===== src/rtl/block_stat_if.sv =====
// block_stat_if -- pixel-in / statistic-out bundle for block_stat.
//   vs, de, gray, mode : frame sync, pixel qualifier, luminance, statistic select
//   out_ready          : downstream accepts a statistic this cycle
//   stat, stat_valid, stat_bx, stat_by : block statistic and its block indices
//   frame_done, ovf    : end-of-frame pulse, sticky dropped-row flag
// master drives pixels and out_ready; slave (block_stat) drives the statistics.
interface block_stat_if #(
  parameter int DW = 8
);
  logic          vs;
  logic          de;
  logic [DW-1:0] gray;
  logic [1:0]    mode;
  logic          out_ready;
  logic [DW-1:0] stat;
  logic          stat_valid;
  logic [5:0]    stat_bx;
  logic [5:0]    stat_by;
  logic          frame_done;
  logic          ovf;

  modport master (
    output vs, de, gray, mode, out_ready,
    input  stat, stat_valid, stat_bx, stat_by, frame_done, ovf
  );

  modport slave (
    input  vs, de, gray, mode, out_ready,
    output stat, stat_valid, stat_bx, stat_by, frame_done, ovf
  );
endinterface


===== src/rtl/block_stat.sv =====
// block_stat -- per-block luminance statistics (mean / max / blend) over a
// grid of NBX x NBY blocks of BLK_W x BLK_H pixels, drained one block column
// at a time through a valid/ready output.
//   clk  : rising-edge clock
//   rstn : asynchronous active-low reset
//   bus  : block_stat_if slave (pixel input, statistic output, frame_done, ovf)
module block_stat #(
  parameter int DW    = 8,
  parameter int BLK_W = 32,
  parameter int BLK_H = 32,
  parameter int NBX   = 40,
  parameter int NBY   = 20
) (
  input  logic         clk,
  input  logic         rstn,
  block_stat_if.slave  bus
);

  localparam int LW  = $clog2(BLK_W);
  localparam int LH  = $clog2(BLK_H);
  localparam int SH  = LW + LH;
  localparam int SW  = DW + SH;
  localparam int PXW = $clog2(NBX * BLK_W) + 1;
  localparam int LNW = $clog2(NBY * BLK_H) + 1;
  localparam int BXW = PXW - LW;
  localparam int IW  = (NBX > 1) ? $clog2(NBX) : 1;

  localparam logic [PXW-1:0] PX_LIM   = PXW'(NBX * BLK_W);
  localparam logic [LNW-1:0] LN_LIM   = LNW'(NBY * BLK_H);
  localparam logic [IW-1:0]  LAST_IDX = IW'(NBX - 1);
  localparam logic [5:0]     LAST_ROW = 6'(NBY - 1);

  typedef enum logic {IDLE, DRAIN} state_t;

  state_t         state_q;
  logic           vs_q, de_q, active_q;
  logic [1:0]     mode_q;
  logic [PXW-1:0] px_q;
  logic [LNW-1:0] ln_q;
  logic [SW-1:0]  sum_q    [NBX];
  logic [DW-1:0]  max_q    [NBX];
  logic [DW-1:0]  shadow_q [NBX];
  logic [DW-1:0]  res      [NBX];
  logic [IW-1:0]  idx_q;
  logic [DW-1:0]  stat_q;
  logic           stat_valid_q;
  logic [5:0]     by_q;
  logic           frame_done_q;
  logic           ovf_q;

  logic           vs_rise, de_fall, pix_ok, row_done;
  logic           accept, final_acc, load;
  logic [BXW-1:0] bx;
  logic [LW-1:0]  xl;
  logic [LH-1:0]  yl;
  logic [5:0]     by_cur;

  assign vs_rise = bus.vs & ~vs_q;
  assign de_fall = de_q & ~bus.de;
  assign bx      = px_q[PXW-1:LW];
  assign xl      = px_q[LW-1:0];
  assign yl      = ln_q[LH-1:0];
  assign by_cur  = 6'(ln_q >> LH);

  // active_q gates everything so that a reset mid-frame stays silent until
  // the next vs rise re-aligns the line counter.
  assign pix_ok   = active_q & bus.de & (px_q < PX_LIM) & (ln_q < LN_LIM);
  assign row_done = active_q & de_fall & ~vs_rise & (ln_q < LN_LIM) & (yl == '1);

  assign accept    = stat_valid_q & bus.out_ready;
  assign final_acc = accept & (idx_q == LAST_IDX);
  // A row finishing on the same cycle as the last acceptance is taken, not dropped.
  assign load      = row_done & ((state_q == IDLE) | final_acc);

  always_comb begin
    for (int unsigned c = 0; c < NBX; c++) begin
      res[c] = sum_q[c][SW-1:SH];
      case (mode_q)
        2'd1:    res[c] = max_q[c];
        2'd2:    res[c] = DW'(({1'b0, sum_q[c][SW-1:SH]} + {1'b0, max_q[c]}) >> 1);
        default: res[c] = sum_q[c][SW-1:SH];
      endcase
    end
  end

  // Per-column accumulation; first pixel of in-block line 0 restarts the block.
  always_ff @(posedge clk or negedge rstn) begin
    if (!rstn) begin
      for (int unsigned c = 0; c < NBX; c++) begin
        sum_q[c] <= '0;
        max_q[c] <= '0;
      end
    end else if (pix_ok) begin
      for (int unsigned c = 0; c < NBX; c++) begin
        if (bx == BXW'(c)) begin
          if (yl == '0 && xl == '0) begin
            sum_q[c] <= SW'(bus.gray);
            max_q[c] <= bus.gray;
          end else begin
            sum_q[c] <= sum_q[c] + SW'(bus.gray);
            if (bus.gray > max_q[c]) max_q[c] <= bus.gray;
          end
        end
      end
    end
  end

  always_ff @(posedge clk or negedge rstn) begin
    if (!rstn) begin
      for (int unsigned c = 0; c < NBX; c++) shadow_q[c] <= '0;
    end else if (load) begin
      for (int unsigned c = 0; c < NBX; c++) shadow_q[c] <= res[c];
    end
  end

  always_ff @(posedge clk or negedge rstn) begin
    if (!rstn) begin
      state_q      <= IDLE;
      vs_q         <= 1'b0;
      de_q         <= 1'b0;
      active_q     <= 1'b0;
      mode_q       <= '0;
      px_q         <= '0;
      ln_q         <= '0;
      idx_q        <= '0;
      stat_q       <= '0;
      stat_valid_q <= 1'b0;
      by_q         <= '0;
      frame_done_q <= 1'b0;
      ovf_q        <= 1'b0;
    end else begin
      vs_q         <= bus.vs;
      de_q         <= bus.de;
      frame_done_q <= 1'b0;

      // Counters saturate so over-long lines/frames never wrap into range.
      if (bus.de) begin
        if (px_q != '1) px_q <= px_q + 1'b1;
      end else if (de_fall) begin
        px_q <= '0;
      end
      if (vs_rise) ln_q <= '0;
      else if (de_fall && ln_q != '1) ln_q <= ln_q + 1'b1;

      if (vs_rise) begin
        active_q     <= 1'b1;
        mode_q       <= bus.mode;
        ovf_q        <= 1'b0;
        state_q      <= IDLE;
        stat_valid_q <= 1'b0;
      end else begin
        if (row_done && state_q == DRAIN && !final_acc) ovf_q <= 1'b1;
        if (final_acc && by_q == LAST_ROW) frame_done_q <= 1'b1;
        if (load) begin
          state_q      <= DRAIN;
          stat_valid_q <= 1'b1;
          idx_q        <= '0;
          stat_q       <= res[0];
          by_q         <= by_cur;
        end else if (final_acc) begin
          state_q      <= IDLE;
          stat_valid_q <= 1'b0;
        end else if (accept) begin
          idx_q  <= idx_q + 1'b1;
          stat_q <= shadow_q[idx_q + 1'b1];
        end
      end
    end
  end

  assign bus.stat       = stat_q;
  assign bus.stat_valid = stat_valid_q;
  assign bus.stat_bx    = 6'(idx_q);
  assign bus.stat_by    = by_q;
  assign bus.frame_done = frame_done_q;
  assign bus.ovf        = ovf_q;

endmodule


===== src/flat_wrapper.sv =====
// flat-port wrapper written by rule: the top's interface ports become plain ports
module block_stat_flat 
#(
  parameter int DW    = 8,
  parameter int BLK_W = 32,
  parameter int BLK_H = 32,
  parameter int NBX   = 40,
  parameter int NBY   = 20
)
  (clk, rstn, bus_vs, bus_de, bus_gray, bus_mode, bus_out_ready, bus_stat, bus_stat_valid, bus_stat_bx, bus_stat_by, bus_frame_done, bus_ovf);
  block_stat_if #(.DW(DW)) bus_i ();
  input  logic clk;
  input  logic rstn;
  input wire logic [$bits(bus_i.vs)-1:0] bus_vs;
  input wire logic [$bits(bus_i.de)-1:0] bus_de;
  input wire logic [$bits(bus_i.gray)-1:0] bus_gray;
  input wire logic [$bits(bus_i.mode)-1:0] bus_mode;
  input wire logic [$bits(bus_i.out_ready)-1:0] bus_out_ready;
  output wire logic [$bits(bus_i.stat)-1:0] bus_stat;
  output wire logic [$bits(bus_i.stat_valid)-1:0] bus_stat_valid;
  output wire logic [$bits(bus_i.stat_bx)-1:0] bus_stat_bx;
  output wire logic [$bits(bus_i.stat_by)-1:0] bus_stat_by;
  output wire logic [$bits(bus_i.frame_done)-1:0] bus_frame_done;
  output wire logic [$bits(bus_i.ovf)-1:0] bus_ovf;
  assign bus_i.vs = bus_vs;
  assign bus_i.de = bus_de;
  assign bus_i.gray = bus_gray;
  assign bus_i.mode = bus_mode;
  assign bus_i.out_ready = bus_out_ready;
  assign bus_stat = bus_i.stat;
  assign bus_stat_valid = bus_i.stat_valid;
  assign bus_stat_bx = bus_i.stat_bx;
  assign bus_stat_by = bus_i.stat_by;
  assign bus_frame_done = bus_i.frame_done;
  assign bus_ovf = bus_i.ovf;
  block_stat #(.DW(DW), .BLK_W(BLK_W), .BLK_H(BLK_H), .NBX(NBX), .NBY(NBY)) u_core (.clk(clk), .rstn(rstn), .bus(bus_i));
endmodule

===== config.mk =====
export PLATFORM = sky130hd
export DESIGN_NAME = block_stat_flat
export DESIGN_NICKNAME = d
export VERILOG_FILES = /design/src/rtl/block_stat_if.sv /design/src/rtl/block_stat.sv /design/src/flat_wrapper.sv
export SDC_FILE = /design/constraint.sdc
export NUM_CORES = 2
export LEC_CHECK = 0
export CAP_MARGIN = 20
export CORE_MARGIN = 2
export CORE_UTILIZATION = 30
export CTS_CLUSTER_DIAMETER = 30
export CTS_CLUSTER_SIZE = 25
export DETAILED_ROUTE_END_ITERATION = 12
export PLACE_DENSITY = 0.47
export SETUP_SLACK_MARGIN = 0.02
export SLEW_MARGIN = 5
export SYNTH_ARGS = -nofsm -noshare
export SYNTH_HDL_FRONTEND = slang
export SYNTH_SLANG_ARGS = --single-unit

===== constraint.sdc =====
create_clock -name clk -period 3 [get_ports clk]
set_clock_uncertainty 0.05 [all_clocks]
set_input_delay 0.6 -clock clk [delete_from_list [all_inputs] [get_ports clk]]
set_output_delay 0.6 -clock clk [all_outputs]
set_load 0.005 [all_outputs]

# After elaboration in Yosys (flattened, before gate mapping)
# Index checks and enable logic that the tools add are counted.
# W data, S select, Z words.
op_classes:
  n_eq_ne: 48
  div_mod_pow: 0
  magnitude_cmp: 43
  n_mul: 0
  shift: 0
  addsub: 83
  n_bitwise: 18
  reduce_logical: 137
  mux: 181
op_table:
  columns: ["operator", "n"]
  rows:
  - ["$add A18 B8 Y18", 40]
  - ["$mux W18", 40]
  - ["$mux W8", 85]
  - ["$pmux W8 S2", 40]
  - ["$add A8 B8 Y9", 40]
  - ["$gt A8 B8 Y1", 40]
  - ["$reduce_and A3 Y1", 41]
  - ["$eq A7 B5 Y1 const B", 16]
  - ["$reduce_bool A2 Y1", 44]
  - ["$reduce_and A2 Y1", 42]
  - ["$eq A7 B4 Y1 const B", 8]
  - ["$eq A7 B6 Y1 const B", 8]
  - ["$bmux W8 S6", 1]
  - ["$mux W12", 3]
  - ["$eq A7 B3 Y1 const B", 4]
  - ["$mux W11", 2]
  - ["$mux W6", 3]
  - ["$eq A7 B2 Y1 const B", 2]
  - ["$add A12 B1 Y12 const B", 1]
  - ["$and A1 B1 Y1", 12]
  - ["$lt A12 B11 Y1 const B", 1]
  - ["$ne A12 B12 Y1 const B", 1]
  - ["$add A11 B1 Y11 const B", 1]
  - ["$lt A11 B10 Y1 const B", 1]
  - ["other kinds (20)", 34]
totals:
  romBits: 0
  ram_bits: 0
  mem_count: 0
  input_bits: 15
  latchBits: 0
  regBits: 1411

# Longest topological paths before layout
depth:
  ltp_word: 10
  mapped_depth: 12

# Worst setup path after synthesis
# Ideal clock, no wire load.
synth_timing:
  kind: "input-to-reg"
  start: "in bus_gray[0]"
  end: "reg u_core.max_q[296] (netlist bit)"
  arrival_time_ps: 2909
  slack_ps: -84
  cell_stages: 10
  cell_sequence: "inv_1 ha_1 nor2b_1 o21a_1 o21ai_0 a21oi_1 o211ai_1 a211o_1 clkbuf_1 mux2_2"
synth_via:
  elab_chain_cells: 3
  word_cells_on_any_way: 5
  classes_between: "1 x order compare; 2 x mux; 2 x reduce/logical"
synth_lines:
  columns: ["element", "line", "source"]
  rows:
  - ["start: declaration", "flat_wrapper.sv:16", "input wire logic [$bits(bus_i.gray)-1:0] bus_gray;"]
  - ["$gt A8 B8 Y1", "block_stat.sv:101", "if (bus.gray > max_q[c]) max_q[c] <= bus.gray;"]
  - ["$reduce_bool A2 Y1 (no line)", null, null]
  - ["$reduce_and A3 Y1 (no line)", null, null]
  - ["end signal: indexed assignment", "block_stat.sv:98", "max_q[c] <= bus.gray;"]
  - ["end: declaration", "block_stat.sv:41", "logic [DW-1:0] max_q [NBX];"]
# Parallel ways exist; a longest one is shown, timed or not. The select of a mux whose other input is x is not followed.
# A chain may end at the register's enable or synchronous reset.

# Worst setup path after layout
layout_timing:
  start: "reg u_core.px_q[5]"
  end: "reg u_core.sum_q[89] (netlist bit)"
layout_via:
  elab_chain_cells: 4
  word_cells_on_any_way: 5
  classes_between: "1 x order compare; 1 x eq/ne; 2 x bitwise; 1 x reduce/logical"
layout_lines:
  columns: ["element", "line", "source"]
  rows:
  - ["start: declaration", "block_stat.sv:38", "logic [PXW-1:0] px_q;"]
  - ["start signal: assignment", "block_stat.sv:138", "if (px_q != '1) px_q <= px_q + 1'b1;"]
  - ["$lt A12 B11 Y1", "block_stat.sv:67", "assign pix_ok = active_q & bus.de & (px_q < PX_LIM) & (ln_q < LN_LIM);"]
  - ["$and A1 B1 Y1 (2 in a row)", "block_stat.sv:67", null]
  - ["$reduce_and A2 Y1 (no line) (*)", null, null]
  - ["end signal: indexed assignment", "block_stat.sv:97", "sum_q[c] <= SW'(bus.gray);"]
  - ["end signal: indexed assignment", "block_stat.sv:100", "sum_q[c] <= sum_q[c] + SW'(bus.gray);"]
  - ["end: declaration", "block_stat.sv:40", "logic [SW-1:0] sum_q [NBX];"]
# Every way passes the cells marked *; elsewhere a longest branch is shown, timed or not.

==> key figures <==
STA
  – Relative slew slack: 0.4172
  – Endpoints failing setup: 1
  – Pins Over Slew Limit: 0
  – Final Hold Viols: 0
  – RSZ-0062 raised after global routing: yes
  – Fmax: 0.3307 GHz
  – Minimum clock period: 3024 ps
  – Period utilization: 1.008
  – Setup TNS: -23.97 ps
  – Slew @ Worst Pin: 866.8 ps
  – Worst setup margin: -23.97 ps

Setup path
  – Worst R2R Path Depth: 9
  – Critical path class: flop to flop
  – Crit. Startpoint: u_core.px_q[5]
  – FF-to-FF End: u_core.sum_q[89]
  – CP arrival: 3710 ps
  – Critical Path Fanout Max: 10
  – Register-to-register setup slack: -20 ps
  – WP data required: 3690 ps
  – Worst flop-to-flop path startpoint: u_core.px_q[5]
  – Critical path launch point type: flop
  – Worst Setup End Kind: flop

Cells and area
  – Most frequent cells in the layout: 1407 x dfrtp_1, 1313 x o21ai_0, 1131 x nand2_1, 944 x buf_4, 925 x ha_1
  – Fillers: 32.31k
  – FF+latch area: 0.03532 mm2
  – Commonest non-fill, non-tap cell in the layout: dfrtp_1
  – # nets final: 13.01k
  – Share of cells above drive strength 1: 0.1992
  – Area of the multi-input gates: 0.06006 mm2
  – Area growth syn-to-layout: 30.45%

Floorplanning
  – Die footprint: 0.3351 mm2
  – Die Y: 578.9 um
  – Row cnt: 211
  – Initial Util: 0.3007
  – Width of the die: 578.9 um
  – Core Box Area: 0.3297 mm2
  – Ports: 38

Status
  – Failing checks: negative setup slack
  – Run status: finished, violations left

Logic synthesis
  – Ys async rst share: 1.000
  – Top_reg_cell synth: dfrtp_1
  – Flops & latches, synth: 1411
  – Post-Syn Instances: 10.92k
  – Post-Syn Nets: 11.94k
  – Number of synthesized flops with an enable pin: 0
  – Syn. warnings: 0
  – Synth cell types: 99
  – Synth Cell Area: 0.09916 mm2
  – Avg Cell Area, Syn: 9.084 um2
  – Post-synthesis sequential area ratio: 0.3561

Route
  – Final wirelength: 377700 um
  – Drt pass-1 iters: 9
  – WL per Instance: 22.58 um
  – Number of DRC markers in iteration 0: 7032
  – Routed Antenna Nets: 0
  – Via Count: 91.57k
  – # DRC: 0
  – Vias per cell: 5.475

Global route
  – Pin count of the biggest net entering global routing: 129
  – GRT Total Usage: 0.2216
  – Antenna violations before repair: 20
  – Vias in the first global route: 91.90k
  – GRT overflow: 0
  – First-pass GRT wire length: 572100 um

Worst hold path
  – Hold depth: 2
  – Hold Crit Start: bus_gray[3]
  – Hold crit path type: input pin to flop
  – Hold Path Sink: u_core.max_q[83]

Placed design
  – RD Place Congestion: 0.8825
  – Pre-CTS setup slack: -405.2 ps
  – Post-DP HPWL: 268700 um
  – IO buf count: 37

Clock network
  – Clock Tree Buf Depth: 4
  – Clk slew on worst S/H paths: 40 ps
  – Clock sink count: 1411
  – Root Driver: clkbuf_16
  – Clk Latency, worst-skew pair: 920 ps
  – CTS tree: done
  – Number of CTS-inserted buffers: 432
  – H-tree lvl count: 5

Power
  – Peak VDD IR: 0.5523 mV
  – Pleak: 59.88 nW
  – Pwr dens: 629.6 mW/mm2

Run
  – MaxCap Viol Count: 0
==> routing by layer <==
layer	routed length, um	vias up	global-route usage
li1	-	42520	-
met1	170500	45660	0.2977
met2	172000	2644	0.3548
met3	20020	743	0.03360
met4	15270	2	0.09111
met5	13	-	0
==> synthesized netlist by cell type, drive strengths merged, types with 226 or more instances <==
master	count	area (um2)
a21o	242	1817
xnor2	226	1979
o21ai	1362	6937
inv	489	1836
mux2	322	3626
ha	928	11610
nand2	1133	4253
a21oi	885	4429
clkbuf	413	1550
nor2	547	2083
dfrtp	1411	35310
nand3	228	1161
xor2	259	2268
==> worst max-delay path, stage by stage (launching register included) <==
cell     delay [ps]
dfrtp_1         560
buf_4           240
nor2b_1         340
nand2_1         510
nor4_1          490
buf_4           180
and2_1          140
nand4_1         120
xnor2_1         170
a21oi_1          60
==> worst max-delay path by stage <==
stage,endpoint,slack (ps),depth (start not counted)
after CTS,u_core.sum_q[302],30,8
after global routing,u_core.sum_q[124],-110,9
after detailed placement,u_core.sum_q[298],-410,10
final,u_core.sum_q[89],-20,9
after floorplan,u_core.max_q[280],40,9
after global placement,u_core.max_q[263],-400,11
==> registers in the layout, indices dropped and copies added, names as in the netlist <==
register,flops
u_core.shadow_q,320
u_core.ln_q,11
u_core.mode_q,2
u_core.bus.stat_by,6
u_core.bus.stat,8
u_core.px_q,12
u_core.max_q,320
u_core.bus.ovf,1
u_core.bus.stat_bx,6
u_core.de_q,1
u_core.state_q,1
u_core.sum_q,720
u_core.vs_q,1
u_core.active_q,1
u_core.bus.frame_done,1
==> layout make-up <==
| cell class | count | share of cell area |
|---|---|---|
| repair buffers | 1161 | 0.08599 |
| well taps | 4366 | 0.04223 |
| flip-flops and latches | 1411 | 0.2730 |
| clock inverters | 229 | 0.02522 |
| diodes | 9 | 0.0001741 |
| inverters | 490 | 0.01431 |
| clock buffers | 566 | 0.09474 |
| multi-input cells | 8494 | 0.4643 |
==> stage by stage <==
stage          cells  cell area [um2]  power [mW]  hold slack (ps)  utilization
5_1_grt        16720           129300       84.31            65.29       0.3922
2_1_floorplan  10920            99160       26.56            254.4            -
4_1_cts        16720           129300       82.04            66.63       0.3920
6_report       16730           129400       81.43            99.99       0.3923
3_5_place_dp   15920           113700       33.00            411.6       0.3447
3_3_place_gp   15920           113700       32.81            406.5       0.3447
==> kinds of logic after synthesis <==
group / count (synthesis) / share of synthesized area
DFF: 1411 / 0.3561
adders and majority gates: 1008 / 0.1333
muxes: 479 / 0.06251
buffers and inverters: 1011 / 0.03975
AOI/OAI and AO/OA: 3680 / 0.2305
and+or+nand+nor: 2842 / 0.1351
xor gates and xnor gates: 485 / 0.04284
==> report_power, final <==
group	total [mW]	switching (mW)	internal [mW]
registers	19.7	0.331	19.4
clock network	48.5	13.8	34.7
logic	13.2	8.54	4.67
total	81.4	22.7	58.7
==> what timing repair did <==
action                                  4_1_cts  5_1_grt
hold endpoints to repair                    470        0
hold buffers                                  1        0
endpoints found under the setup margin        6       34
gates resized for setup                       7        7
setup buffers                                 2        1
pin swaps                                     0        1
gates cloned                                  1        1
No activity file was read; power rests on OpenSTA's default activity.
